### src/rtl/mbus_pkg.sv
`default_nettype none
// ---------------------------------------------------------------------------
// Module   : mbus_pkg
// Purpose  : MBus constants and state encoding shared by member and master.
// Revision : 1.0 - initial release
// ---------------------------------------------------------------------------
package mbus_pkg;

  localparam int                  c_addr_w     = 8;
  localparam logic [c_addr_w-1:0] c_bcast_addr = 8'hFF;

  typedef enum logic [2:0] {
    ST_IDLE   = 3'd0,
    ST_ARB    = 3'd1,
    ST_ADDR   = 3'd2,
    ST_DATA   = 3'd3,
    ST_IGNORE = 3'd4,
    ST_INTERJ = 3'd5
  } mbus_state_e;

endpackage
`default_nettype wire

### src/rtl/mbus_sync_edge.sv
`default_nettype none
// ---------------------------------------------------------------------------
// Module   : mbus_sync_edge
// Purpose  : N-stage synchroniser (idles high) with rise/fall/change strobes.
// Revision : 1.0 - initial release
// ---------------------------------------------------------------------------
module mbus_sync_edge #(
  parameter int STAGES = 2
) (
  input  logic CLK_IN,
  input  logic RESET,
  input  logic async_in,
  output logic sync_out,
  output logic rise,
  output logic fall,
  output logic change
);

  logic [STAGES-1:0] r_sync;
  logic              r_prev;

  always_ff @(posedge CLK_IN or negedge RESET) begin
    if (!RESET) begin
      r_sync <= '1;
      r_prev <= 1'b1;
    end else begin
      r_sync <= {r_sync[STAGES-2:0], async_in};
      r_prev <= r_sync[STAGES-1];
    end
  end

  assign sync_out = r_sync[STAGES-1];
  assign rise     = sync_out & ~r_prev;
  assign fall     = ~sync_out & r_prev;
  assign change   = sync_out ^ r_prev;

endmodule
`default_nettype wire

### src/rtl/mbus_member_rx.sv
`default_nettype none
// ---------------------------------------------------------------------------
// Module   : mbus_member_rx
// Purpose  : MBus member receive front end: framing, address match, byte output.
// Revision : 1.0 - initial release
// ---------------------------------------------------------------------------
module mbus_member_rx
  import mbus_pkg::*;
#(
  parameter int                  SYNC_STAGES    = 2,
  parameter int                  ARB_EDGES      = 2,
  parameter int                  INTERJ_TOGGLES = 3,
  parameter int                  IDLE_CYCLES    = 16,
  parameter logic [c_addr_w-1:0] BCAST_ADDR     = c_bcast_addr
) (
  input  logic                CLK_IN,
  input  logic                RESET,
  input  logic                BUS_CLK,
  input  logic                BUS_DIN,
  input  logic [c_addr_w-1:0] NODE_ADDR,
  output logic [c_addr_w-1:0] RX_DATA,
  output logic                RX_VALID,
  input  logic                RX_READY,
  output logic                RX_START,
  output logic                RX_END,
  output logic                RX_ERR,
  output logic                BUSY
);

  localparam int IW = $clog2(IDLE_CYCLES + 1);
  localparam int TW = $clog2(INTERJ_TOGGLES + 1);
  localparam int EW = $clog2(ARB_EDGES + 1);
  localparam int BW = $clog2(c_addr_w);

  localparam logic [IW-1:0] c_idle_max = IW'(IDLE_CYCLES);
  localparam logic [TW-1:0] c_tog_last = TW'(INTERJ_TOGGLES - 1);
  localparam logic [EW-1:0] c_arb_last = EW'(ARB_EDGES - 1);

  logic w_sclk, w_sclk_rise, w_sclk_fall, w_sclk_chg;
  logic w_sdin, w_sdin_rise, w_sdin_fall, w_sdin_chg;
  logic w_unused_edges;

  mbus_state_e r_state, w_state_nxt;

  logic [IW-1:0]       r_idle_cnt;
  logic [EW-1:0]       r_edge_cnt;
  logic [BW-1:0]       r_bit_cnt;
  logic [TW-1:0]       r_tog_cnt;
  logic [c_addr_w-1:0] r_shift;
  logic                r_byte_done;

  logic                w_monitor, w_in_frame, w_tog_step, w_interj;
  logic                w_addr_hit, w_load;
  logic [c_addr_w-1:0] w_addr_byte;

  mbus_sync_edge #(.STAGES(SYNC_STAGES)) u_sync_clk (
    .CLK_IN   (CLK_IN),
    .RESET    (RESET),
    .async_in (BUS_CLK),
    .sync_out (w_sclk),
    .rise     (w_sclk_rise),
    .fall     (w_sclk_fall),
    .change   (w_sclk_chg)
  );

  mbus_sync_edge #(.STAGES(SYNC_STAGES)) u_sync_din (
    .CLK_IN   (CLK_IN),
    .RESET    (RESET),
    .async_in (BUS_DIN),
    .sync_out (w_sdin),
    .rise     (w_sdin_rise),
    .fall     (w_sdin_fall),
    .change   (w_sdin_chg)
  );

  // Spare strobes of the shared synchroniser are not needed by the receiver.
  assign w_unused_edges = w_sclk_chg ^ w_sdin_rise;

  assign w_monitor   = (r_state == ST_ARB) || (r_state == ST_ADDR) ||
                       (r_state == ST_DATA) || (r_state == ST_IGNORE);
  assign w_in_frame  = (r_state == ST_ADDR) || (r_state == ST_DATA);
  assign w_tog_step  = w_sdin_chg && w_sclk;
  assign w_interj    = w_monitor && w_tog_step && (r_tog_cnt == c_tog_last);
  assign w_addr_byte = {r_shift[c_addr_w-2:0], w_sdin};
  assign w_addr_hit  = (w_addr_byte == NODE_ADDR) || (w_addr_byte == BCAST_ADDR);
  assign w_load      = r_byte_done && (!RX_VALID || RX_READY);
  assign BUSY        = (r_state != ST_IDLE);

  always_comb begin
    w_state_nxt = r_state;
    case (r_state)
      ST_IDLE:
        if (w_sdin_fall && w_sclk && (r_idle_cnt == c_idle_max)) w_state_nxt = ST_ARB;
      ST_ARB:
        if (w_interj) w_state_nxt = ST_INTERJ;
        else if (w_sclk_rise && (r_edge_cnt == c_arb_last)) w_state_nxt = ST_ADDR;
      ST_ADDR:
        if (w_interj) w_state_nxt = ST_INTERJ;
        else if (w_sclk_rise && (r_bit_cnt == '1))
          w_state_nxt = w_addr_hit ? ST_DATA : ST_IGNORE;
      ST_DATA, ST_IGNORE:
        if (w_interj) w_state_nxt = ST_INTERJ;
      ST_INTERJ:
        if (r_idle_cnt == c_idle_max) w_state_nxt = ST_IDLE;
      default:
        w_state_nxt = ST_IDLE;
    endcase
  end

  always_ff @(posedge CLK_IN or negedge RESET) begin
    if (!RESET) r_state <= ST_IDLE;
    else        r_state <= w_state_nxt;
  end

  always_ff @(posedge CLK_IN or negedge RESET) begin
    if (!RESET) begin
      r_idle_cnt  <= '0;
      r_edge_cnt  <= '0;
      r_bit_cnt   <= '0;
      r_tog_cnt   <= '0;
      r_shift     <= '0;
      r_byte_done <= 1'b0;
      RX_DATA     <= '0;
      RX_VALID    <= 1'b0;
      RX_START    <= 1'b0;
      RX_END      <= 1'b0;
      RX_ERR      <= 1'b0;
    end else begin
      // Idle detection only matters while waiting for a start or for bus release.
      if (((r_state == ST_IDLE) || (r_state == ST_INTERJ)) && w_sclk && w_sdin) begin
        if (r_idle_cnt != c_idle_max) r_idle_cnt <= r_idle_cnt + IW'(1);
      end else begin
        r_idle_cnt <= '0;
      end

      if (r_state != ST_ARB)  r_edge_cnt <= '0;
      else if (w_sclk_rise)   r_edge_cnt <= r_edge_cnt + EW'(1);

      if (!w_in_frame) begin
        r_bit_cnt <= '0;
      end else if (w_sclk_rise) begin
        r_bit_cnt <= r_bit_cnt + BW'(1);
        r_shift   <= w_addr_byte;
      end

      if (!w_monitor || w_sclk_fall) r_tog_cnt <= '0;
      else if (w_tog_step)           r_tog_cnt <= r_tog_cnt + TW'(1);

      r_byte_done <= (r_state == ST_DATA) && w_sclk_rise && (r_bit_cnt == '1);

      if (w_load) begin
        RX_DATA  <= r_shift;
        RX_VALID <= 1'b1;
      end else if (RX_READY) begin
        RX_VALID <= 1'b0;
      end

      RX_START <= (r_state == ST_ADDR) && (w_state_nxt == ST_DATA);
      RX_END   <= w_interj && (r_state == ST_DATA);
      RX_ERR   <= (r_byte_done && !w_load) ||
                  (w_interj && (r_state == ST_DATA) && (r_bit_cnt != '0));
    end
  end

endmodule
`default_nettype wire
### config.mk
export PLATFORM = sky130hd
export DESIGN_NAME = mbus_member_rx
export DESIGN_NICKNAME = d
export VERILOG_FILES = /design/src/rtl/mbus_pkg.sv /design/src/rtl/mbus_sync_edge.sv /design/src/rtl/mbus_member_rx.sv
export SDC_FILE = /design/constraint.sdc
export NUM_CORES = 1
export LEC_CHECK = 0
export CORE_MARGIN = 2
export CORE_UTILIZATION = 54
export DETAILED_ROUTE_END_ITERATION = 8
export PLACE_DENSITY_LB_ADDON = 0.12
export SETUP_SLACK_MARGIN = 0.5
export SLEW_MARGIN = 30
export SYNTH_ARGS = -nofsm -noshare
export SYNTH_HDL_FRONTEND = slang
export SYNTH_SLANG_ARGS = --single-unit
### constraint.sdc
create_clock -name CLK_IN -period 2.4 [get_ports CLK_IN]
set_input_delay 0.24 -clock CLK_IN [delete_from_list [all_inputs] [get_ports CLK_IN]]
set_output_delay 0.24 -clock CLK_IN [all_outputs]
set_load 0.01 [all_outputs]
======== Word-level counts from Yosys, hierarchy flattened ========
Index checks and enable logic that the tools add are counted.
word-level totals
  output and inout bits ................... 13
  bits of input ports ..................... 13
  bits in registers ....................... 42
operators by class
  reductions and logical operators ........ 36
  equal/unequal tests ..................... 16
  bitwise logic cells ..................... 7
  add/sub/neg operators ................... 4
  muxes and demuxes ....................... 19
operators by type and width
  operator               count
  $mux W3                10
  $logic_and A1 B1 Y1    16
  $pmux W3 S5            1
  $mux W5                2
  $eq A3 B2 Y1 const B   3
  $eq A3 B3 Y1 const B   3
  $logic_or A1 B1 Y1     9
  $eq A8 B8 Y1           1
  $eq A8 B8 Y1 const B   1
  $mux W2                4
  $reduce_bool A2 Y1     3
  $reduce_bool A3 Y1     2
  $add A5 B1 Y5 const B  1
  $eq A5 B5 Y1 const B   1
  $ne A5 B5 Y1 const B   1
  $add A2 B1 Y2 const B  2
  $add A3 B1 Y3 const B  1
  $and A1 B1 Y1          3
  $eq A3 B1 Y1 const B   1
  $logic_not A1 Y1       3
  $logic_not A3 Y1       1
  $ne A3 B1 Y1 const B   1
  $not A1 Y1             3
  $eq A2 B1 Y1 const B   1
  7 further kinds        8

======== Depth between registers and ports, before layout ========
Gate-level depths: netlist of run 1.
  depth in word-level cells ............... 10
  gate-level depth with buffers ........... 8
  mapped depth without buffers ............ 7

======== Hierarchy ========
A second synthesis of run 1 with hierarchy kept.
unflattened totals
  cells, all modules ...................... 171
  area total of the unflattened synthesis .. 2016.9 um^2
by module, submodules not included
  module          cells an instance  area each (um^2)  seq. area each (um^2)  instances
  mbus_member_rx  155                1786.7            900.9                  1
  mbus_sync_edge  8                  115.1             78.8                   2

======== Worst setup path before layout of run 1 ========
Ideal clock, no wire load.
  path kind ............................... flip-flop to flip-flop
  start ................................... reg u_sync_clk.r_sync[1]
  end ..................................... reg r_shift[0]
  arrival ................................. 1525 ps
  library setup time ...................... 125 ps
  buffers on the path ..................... 1
  setup slack ............................. 750 ps
  stages on the path, launching flop included .. 5
  clock period less this slack ............ 1650 ps
  cell sequence ........................... dfstp_2 > and2b_1 > buf_6 > nor3b_4 > mux2_2
on the way
  cells in the longest elaborated chain, start to end .. 2
RTL lines
  item                                line                   text
  start, declared                     mbus_sync_edge.sv:19   logic [STAGES-1:0] r_sync;
  start signal, assigned              mbus_sync_edge.sv:27   r_sync <= {r_sync[STAGES-2:0], async_in};
  $and A1 B1 Y1                       mbus_sync_edge.sv:33   assign rise = sync_out & ~r_prev;
  $reduce_and A2 Y1 (no source line)  --
  end signal, assigned                mbus_member_rx.sv:143  r_shift <= w_addr_byte;
  end, declared                       mbus_member_rx.sv:49   logic [c_addr_w-1:0] r_shift;
No other way between the ends.
A chain may end at the register's enable or synchronous reset.

======== Worst setup path in the final report of run 1 ========
  start ................................... reg r_state[0]
  end ..................................... out BUSY
on the way
  cells in the longest elaborated chain, start to end .. 1
RTL lines
  item                    line                   text
  start, declared         mbus_member_rx.sv:43   mbus_state_e r_state, w_state_nxt;
  start signal, assigned  mbus_member_rx.sv:112  else r_state <= w_state_nxt;
  $reduce_bool A3 Y1      mbus_member_rx.sv:87   assign BUSY = (r_state != ST_IDLE);
  end, declared           mbus_member_rx.sv:27   output logic BUSY
No other way between the ends.

==> results of run 1 <==
[stage by stage]
stage                     cell area [sq um]  hold slack [ps]   util  std cells
after floorplan                        1950            -55.6      -        170
after global placement                 2230              347  0.653        238
final                                  2390              279  0.701        253
after detailed placement               2230              350  0.653        238
after global routing                   2390              254  0.701        253
after CTS                              2330             12.2  0.683        247
[critical path, cell delays in order, from the launching register on]
cell and delay (ps):
dfrtp_1 500, nor2_4 160, nand2_1 90, clkdlybuf4s50_1 490
[routing by layer]
metal / vias to the layer above / wire, microns
li1: 651 / -
met1: 673 / 1540
met2: 24 / 1730
met3: 11 / 125
met4: 0 / 94
met5: - / 0
[power breakdown]
group | internal (mW) | switching, mW
sequential | 0.718 | 0.00616
combinational | 0.0313 | 0.0312
clock | 0.216 | 0.222
total | 0.965 | 0.259
[layout by cell type (no fill, tap or decap), types with 3 or more instances in the layout]
cell type        synthesis  layout
dfrtp_1                 36      34
ha_1                     8       8
nand2_1                 11      11
nand3_1                  3       3
inv_1                   10      10
clkbuf_4                 0       5
buf_4                    0       7
a21oi_1                  7       7
nor2_1                  17      16
o21ai_0                  6       6
nand2b_1                 3       3
nand4_1                  4       4
clkdlybuf4s50_1          0      24
xnor2_1                  6       6
xor2_1                  10      10
nor3_1                   4       4
dfstp_2                  6       6
mux2_2                  16      16
[path summary, 6_finish.rpt]
kind | slack (ps) | cells past startpoint | startpoint | end
max | 570 | 3 | r_state[0]$_DFF_PN0_ | BUSY
min reg2reg | 370 | 0 | u_sync_din.r_sync[0]$_DFF_PN1_ | u_sync_din.r_sync[1]$_DFF_PN1_
max reg2reg | 580 | 8 | r_idle_cnt[0]$_DFFE_PN0P_ | RX_START$_DFF_PN0_
min | 280 | 1 | BUS_CLK | u_sync_clk.r_sync[0]$_DFF_PN1_
min in group asynchronous | 380 | 2 | RESET | r_shift[7]$_DFFE_PN0P_
max in group asynchronous | 1630 | 2 | RESET | r_state[2]$_DFF_PN0_
[what timing repair did]
action,in CTS,in global routing
setup endpoints to repair,9,12
buffers inserted,1,5
hold endpoints to repair,0,36
gates resized for setup,3,3
hold buffers,0,1
[logic make-up (layout without fill, tap and decap cells)]
| logic type | after synthesis | after routing | share of synthesized area |
|---|---|---|---|
| compound gates | 20 | 20 | 0.0609 |
| xor+xnor | 16 | 16 | 0.0718 |
| fa+ha+maj | 8 | 8 | 0.0513 |
| buf+inv | 14 | 51 | 0.0353 |
| flops | 42 | 42 | 0.542 |
| mux | 18 | 18 | 0.103 |
| simple gates | 52 | 52 | 0.136 |
[state kept, by name, summed over array words and instances (netlist names), 2 cells and up]
name / flops
r_idle_cnt: 5
RX_DATA: 8
r_state: 3
r_bit_cnt: 3
r_shift: 8
r_tog_cnt: 2
u_sync_din.r_sync: 2
u_sync_clk.r_sync: 2
r_edge_cnt: 2
[area by class of cell]
cell class	count	area, sq um	area share
tap	46	57.6	0.0240
inverter	10	37.5	0.0157
multi-input combinational	114	838	0.350
sequential	42	1060	0.443
timing repair buffer	33	323	0.135
clock inverter	3	40.0	0.0167
clock buffer	5	37.5	0.0157
==> run_results.csv, run 1 <==
group,metric,value,unit
timing,finalCriticalPeriod,1830,ps
placed_design,place.gp.congestion,0.783,
logic_synthesis,synth_edf_count,0,
floorplan,start_util,0.571,
grt,antenna_found_initial,0,
flow_run,maxCapViolCount,0,
grt,top_usage_layer,"met2",
timing,setup_slack,567,ps
drt,vias,1359,
grt,grtUsageMet2,0.302,
grt,use_met3,0.0405,
placed_design,portBuffers,25,
setup_path,critPathLaunchType,"flip-flop",
drt,drtIter0Drc,48,
final_layout,diodes,0,
pwr,power,1.22,mW
clocking,cts.clk_slew.worst_paths,120,ps
grt,met1_usage,0.236,
logic_synthesis,ys_async_sr_fraction,1.00,
drt,viasPerCell,5.37,
timing,timing.final.hold_violations,0,
setup_path,worstPathRequired,2160,ps
drt,avgRoutedWirePerCell,13.8,microns
floorplan,die-area,4110,sq um
timing,rsz0062_at_grt,"false",
clocking,numCtsBuffers,5,
floorplan,core,3420,sq um
drt,drc_errors,0,
final_layout,fin_nets,227,
logic_synthesis,yosys-top-cells-area,"dfrtp_1, mux2_2, dfstp_2",
logic_synthesis,mappedNetlistArea,1950,sq um
logic_synthesis,synth-main-ff-cell,"dfrtp_1",
setup_path,arrival,1590,ps
pwr,power.leakage,1.08,nW
logic_synthesis,synthMostInstantiatedCell,"dfrtp_1",
timing,tightestPinTransition,512,ps
final_layout,fillers,249,
pwr,power.density,511,nW/um^2
floorplan,io_pins,26,
timing,tns,0,ps
clocking,cts_tree,"built",
logic_synthesis,ys_seq_area_frac,0.542,
logic_synthesis,syn_avg_cell_area,11.5,sq um
floorplan,die_w,64.1,microns
setup_path,path_max_fanout,7,
drt,wl,3480,microns
timing,fin_crit_sh,0.764,
setup_path,worstSetupEndpointType,"primary output",
clocking,clk_latency,350,ps
logic_synthesis,ys_seq_elements,42,
drt,ant_nets,0,
timing,max_freq,546,MHz
drt,firstDrtPassIters,4,
worst_hold_path,hold_path.class,"primary input to flip-flop",
grt,grt_pass1_vias,1341,
grt,grt_pass1_wl,5950,microns
logic_synthesis,syn_inst,170,
logic_synthesis,syn-num-nets,191,
timing,maxSlewViolCount,0,
clocking,cts_root_buffer,"clkbuf_4",
clocking,htreeDepth,2,
floorplan,die_h,64.1,microns
clocking,clock-sinks,42,
logic_synthesis,synthDistinctLibCells,31,
clocking,cts_max_path_buffers,2,
logic_synthesis,ys_top_cells_by_count,"dfrtp_1, nor2_1, mux2_2, nand2_1",
logic_synthesis,yosysWarnings,0,
final_layout,drive_above_1_share,0.227,
timing,setup_viol,0,
grt,grt_overflow_total,0,
setup_path,critPathKind,"flip-flop to primary output",
floorplan,rows,21,
placed_design,hpwl,2460,microns
logic_synthesis,yosysTopAreaCellShare,0.462,
run_status,status,"finished, final reports clean",
final_layout,syn2layout_area_growth,22.7,%
logic_synthesis,synth_area_leader_cell,"dfrtp_1",
grt,track_usage,0.188,
placed_design,pre_cts_ws,458,ps
grt,grt_max_degree,43,
timing,fin_skew,10.9,ps
pwr,ir_drop,0.000321,V
timing,relSlewSlack,0.658,
Note: power is estimated with default switching activity, not from simulation.
==> run 2: changes to the inputs <==
CORE_UTILIZATION = 49   (was 54)
clock period = 1.6 ns   (was 2.4 ns; I/O delays follow)
==> run 2 against run 1 <==
Against the previous run:
- the flow now finishes with violations (setup timing)
- clock power rose by 96%
- critical endpoint is now r_idle_cnt[1]$_DFFE_PN0P_
- sequential power rose by 49%
- clock skew fell by 1.8 ps
- core utilization rose by 11 points
- count of clock-buffer cells in the layout rose by 2
==> run_results.csv, run 2 (same netlist as run 1, synthesis figures left out) <==
group,metric,value,unit
setup_path,startpoint,"r_idle_cnt[1]$_DFFE_PN0P_",
drt,avgRoutedWirePerCell,18.2,microns
timing,maxSlewViolCount,0,
drt,vias,1582,
pwr,ir_drop,0.000694,V
drt,drc_errors,0,
grt,track_usage,0.224,
grt,grt_pass1_vias,1612,
placed_design,hpwl,2740,microns
pwr,pwr-share-seq,0.507,
floorplan,rows,22,
final_layout,final_area,3030,sq um
placed_design,post-place-cells,253,
placed_design,portBuffers,25,
placed_design,pre_cts_ws,-141,ps
setup_path,reg2reg_slack,-100,ps
setup_path,critPathLaunchType,"flip-flop",
floorplan,io_pins,26,
pwr,p_clk_frac,0.402,
final_layout,utilization,0.808,
pwr,power.leakage,1.35,nW
placed_design,postPlaceCellArea,2400,sq um
final_layout,syn2layout_area_growth,55.1,%
timing,tightestPinTransition,498,ps
drt,firstDrtPassIters,4,
final_layout,fin_nets,258,
drt,drtIter0Drc,62,
timing,max_freq,590,MHz
final_layout,layout_commonest_cell,"dfrtp_1",
setup_path,arrival,1860,ps
flow_run,maxCapViolCount,0,
clocking,htreeDepth,2,
timing,tns,-251,ps
final_layout,diodes,0,
pwr,p_comb_frac,0.091,
timing,relSlewSlack,0.668,
setup_path,worstPathRequired,1760,ps
setup_path,worstSetupEndpointType,"flip-flop",
pwr,internal_power,1.69,mW
worst_hold_path,min_from,"BUS_DIN",
clocking,cts_max_path_buffers,2,
floorplan,core,3740,sq um
pwr,switching_share,0.207,
run_status,violations,"setup timing",
timing,fin_crit_sh,1.06,
floorplan,start_util,0.521,
timing,fin_skew,9.10,ps
setup_path,path_max_fanout,4,
grt,antenna_found_initial,0,
final_layout,final_cell_mix,"dfrtp_1, buf_6, buf_4",
clocking,cts_tree,"built",
drt,ant_nets,0,
floorplan,die-area,4500,sq um
timing,rsz0062_at_grt,"true",
floorplan,die_h,67.1,microns
final_layout,drive_above_1_share,0.483,
final_layout,fillers,208,
worst_hold_path,hold_path.class,"primary input to flip-flop",
grt,grt_overflow_total,0,
floorplan,die_w,67.1,microns
placed_design,place.gp.congestion,0.948,
drt,wl,5220,microns
timing,setup_viol,4,
clocking,cts.clk_slew.worst_paths,80,ps
pwr,power.density,705,nW/um^2
clocking,clock-sinks,42,
grt,grt_pass1_wl,7510,microns
clocking,cts_root_buffer,"clkbuf_8",
timing,finalCriticalPeriod,1700,ps
setup_path,regToRegStartpoint,"r_idle_cnt[1]$_DFFE_PN0P_",
run_status,status,"finished, violations left",
final_layout,top_regs,"RX_DATA: 8 flops, r_shift: 8 flops, r_idle_cnt: 5 flops",
final_layout,finalNonFillerCells,286,
grt,grt_max_degree,24,
timing,timing.final.hold_violations,0,
clocking,numCtsBuffers,5,
timing,setup_slack,-95.9,ps
drt,viasPerCell,5.53,
setup_path,critPathKind,"flip-flop to flip-flop",
clocking,clk_latency,290,ps
pwr,power.switching,0.442,mW
[run 2: through the flow]
stage	hold slack, ps	power [mW]
4_1_cts	269	2.12
3_3_place_gp	131	1.22
5_1_grt	258	2.21
6_report	269	2.14
2_1_floorplan	-136	1.15
3_5_place_dp	146	1.23
[run 2: final cells by class]
cell class                 count  area [sq um]  area share
sequential                    42          1060       0.351
tap                           48          60.1      0.0198
clock inverter                 1          30.0     0.00992
inverter                      10          42.5      0.0141
clock buffer                   7          86.3      0.0285
timing repair buffer          64           632       0.209
multi-input combinational    114          1110       0.368
[run 2: worst paths after layout]
path	endpoint	depth (start not counted)
max reg2reg	r_idle_cnt[1]$_DFFE_PN0P_	9
min reg2reg	u_sync_din.r_sync[1]$_DFF_PN1_	0
max in group asynchronous	u_sync_clk.r_sync[0]$_DFF_PN1_	3
max	r_idle_cnt[1]$_DFFE_PN0P_	9
min in group asynchronous	RX_DATA[7]$_DFFE_PN0P_	2
min	u_sync_din.r_sync[0]$_DFF_PN1_	1
[run 2: critical path: stages (launching register included)]
cell	delay [ps]
dfrtp_1	410
inv_2	90
ha_4	120
nor4bb_4	220
buf_4	190
buf_6	100
buf_6	90
buf_6	90
mux2i_1	190
nor2_1	60
[run 2: per-layer routing]
metal	GRT usage	routed length [microns]	vias up
met4	0.0689	127	0
met3	0.0321	194	9
li1	-	-	723
met5	0	0	-
met1	0.289	2170	805
met2	0.389	2720	45
[run 2: power by group through the flow]
stage / combinational (mW) / sequential (mW) / clock (mW)
2_1_floorplan: 0.0437 / 1.11 / 0
3_3_place_gp: 0.116 / 1.10 / 0
3_5_place_dp: 0.122 / 1.10 / 0
4_1_cts: 0.170 / 1.08 / 0.871
5_1_grt: 0.208 / 1.08 / 0.918
6_report: 0.194 / 1.08 / 0.858
[run 2: what timing repair did]
item | CTS | global route
endpoints found under the hold margin | 19 | 0
hold buffers | 1 | 0
pin swaps | 25 | 19
endpoints found under the setup margin | 48 | 40
setup buffers | 13 | 11
gates resized for setup | 81 | 25
==> run 3: changes to the inputs <==
CORE_ASPECT_RATIO = 1.75   (was default)
CORE_UTILIZATION = 54   (was 49)
SLEW_MARGIN = 20   (was 30)
clock period = 1.7 ns   (was 1.6 ns; I/O delays follow)
==> run 3 against run 2 <==
Against the previous run:
- the flow now finishes without violations
- sequential share of layout area rose by 2.3 points
- sequential cell count did not move
- fmax rose by 2.7%
- final area fell by 6.0%
- critical path depth did not move
- wire length fell by 7.4%
- power fell by 14%
- hold slack improved by 18 ps
- final cell count fell by 4.2%
- first-iteration DRC count fell by 27%
- largest power group unchanged
==> run_results.csv, run 3 (same netlist as run 1, synthesis figures left out) <==
group,metric,value,unit
clocking,htreeDepth,2,
placed_design,hpwl,2740,microns
timing,rsz0062_at_grt,"true",
timing,maxSlewViolCount,0,
setup_path,cpMaxStageDelayCell,"dfrtp_1",
final_layout,fillers,212,
grt,grt_max_degree,43,
final_layout,fin_nets,249,
worst_hold_path,hold_path.class,"primary input to flip-flop",
final_layout,drive_above_1_share,0.472,
setup_path,path_max_fanout,4,
setup_path,critPathMaxStageDelay,400,ps
clocking,cts.clk_slew.worst_paths,80,ps
pwr,power,1.85,mW
floorplan,io_pins,26,
final_layout,final_cell_mix,"dfrtp_1, buf_4, nor2_1, buf_6, dlygate4sd2_1",
setup_path,cp_cell_sequence,"inv_2 -> ha_4 -> nor4bb_4 -> buf_4 -> buf_4 -> buf_6 -> a21oi_2 -> nor2b_1 -> o22ai_2",
pwr,p_clk_frac,0.364,
timing,worst_hold_slack,287,ps
timing,relSlewSlack,0.648,
floorplan,die_w,49.4,microns
timing,finalCriticalPeriod,1650,ps
clocking,cts_max_path_buffers,2,
drt,ant_nets,0,
clocking,cts_tree,"built",
grt,antenna_found_initial,0,
flow_run,maxCapViolCount,0,
final_layout,diodes,0,
grt,grt_pass1_wl,7380,microns
setup_path,worstSetupEndpointType,"flip-flop",
drt,drtIter0Drc,45,
grt,track_usage,0.233,
drt,wl,4830,microns
pwr,switching_share,0.229,
pwr,power.leakage,1.31,nW
setup_path,crit_top_cell,"buf_4",
grt,grt_pass1_vias,1609,
timing,tightestPinTransition,528,ps
clocking,cts_root_buffer,"clkbuf_8",
drt,firstDrtPassIters,4,
timing,setup_viol,0,
clocking,clock-sinks,42,
pwr,ir_drop,0.000671,V
final_layout,utilization,0.829,
floorplan,core,3430,sq um
timing,fin_crit_sh,0.971,
pwr,internal_power,1.42,mW
floorplan,start_util,0.569,
timing,max_freq,606,MHz
pwr,pwr-share-seq,0.553,
setup_path,critPathKind,"flip-flop to flip-flop",
final_layout,syn2layout_area_growth,45.8,%
grt,grt_overflow_total,0,
floorplan,die-area,4130,sq um
setup_path,arrival,1820,ps
drt,vias,1526,
setup_path,worstPathRequired,1870,ps
floorplan,rows,28,
placed_design,place.gp.congestion,0.776,
final_layout,top_regs,"RX_DATA: 8 flops, r_shift: 8 flops, r_idle_cnt: 5 flops",
run_status,status,"finished, final reports clean",
clocking,numCtsBuffers,5,
timing,fin_skew,4.54,ps
drt,avgRoutedWirePerCell,17.6,microns
timing,timing.final.hold_violations,0,
final_layout,layout_commonest_cell,"dfrtp_1",
placed_design,portBuffers,25,
floorplan,die_h,83.5,microns
pwr,power.switching,0.423,mW
drt,drc_errors,0,
drt,viasPerCell,5.57,
clocking,clk_latency,290,ps
pwr,power.density,649,nW/um^2
pwr,p_comb_frac,0.083,
setup_path,critPathLaunchType,"flip-flop",
## run 3: changes by cell type in the layout (fill, tap and decap cells not counted), sizes merged
| cell | before | now |
|---|---|---|
| buf | 40 | 31 |
| dlygate4sd2 | 0 | 12 |
| clkinv | 0 | 1 |
| clkdlybuf4s15 | 10 | 0 |
| clkbuf | 9 | 6 |
| bufinv | 1 | 0 |
| clkinvlp | 0 | 1 |
## run 3: per-layer routing
metal,global-route usage,vias up,part of all wire
met5,0,-,0
met4,0.0934,0,0.037
met3,0.0394,17,0.030
met2,0.442,44,0.57
met1,0.244,771,0.36
li1,-,694,-
## run 3: through the flow
| stage | setup TNS (ps) | instance area, sq um | setup slack, ps | cells |
|---|---|---|---|---|
| after global placement | 0 | 2320 | 92.7 | 244 |
| after detailed placement | 0 | 2320 | 66.2 | 244 |
| after floorplan | 0 | 1990 | 50.4 | 170 |
| after global routing | -45.1 | 2850 | -45.1 | 274 |
| final | 0 | 2850 | 48.5 | 274 |
| after CTS | 0 | 2660 | 114 | 265 |
## run 3: worst paths after layout
kind,startpoint,endpoint,slack (ps),cells after the start
max reg2reg,r_idle_cnt[0]$_DFFE_PN0P_,r_state[2]$_DFF_PN0_,50,9
max in group asynchronous,RESET,r_shift[3]$_DFFE_PN0P_,830,3
min in group asynchronous,RESET,RX_ERR$_DFF_PN0_,480,3
min,BUS_DIN,u_sync_din.r_sync[0]$_DFF_PN1_,290,1
max,r_idle_cnt[0]$_DFFE_PN0P_,r_state[2]$_DFF_PN0_,50,9
min reg2reg,u_sync_clk.r_sync[0]$_DFF_PN1_,u_sync_clk.r_sync[1]$_DFF_PN1_,360,0
## run 3: timing repair
action,CTS,global route
hold endpoints to repair,36,0
setup buffers,12,9
resized for setup,55,29
endpoints found under the setup margin,47,29
hold buffers,1,0
pin swaps,19,12
## run 3: worst max-delay path: cells and delay by family (launching register included)
family          cells  cell delay (ps)
simple gates        2              380
fa+ha+maj           1              120
buf+inv             4              460
flops               1              400
compound gates      2              170
## run 3: final cells by class
class,instances,area [sq um],share of cell area
Clock buffer,6,82.6,0.0290
Clock inverter,2,12.5,0.00440
Inverter,10,37.5,0.0132
Multi-Input combinational cell,114,1090,0.382
Sequential cell,42,1060,0.374
Tap cell,45,56.3,0.0198
Timing Repair Buffer,55,504,0.177
## run 3: power by group through the flow
stage | clock network, mW | registers, mW | logic, mW
finish | 0.672 | 1.02 | 0.154
global route | 0.720 | 1.02 | 0.168
CTS | 0.679 | 1.02 | 0.135
detailed placement | 0 | 1.04 | 0.103
global placement | 0 | 1.04 | 0.0992
floorplan | 0 | 1.04 | 0.0411
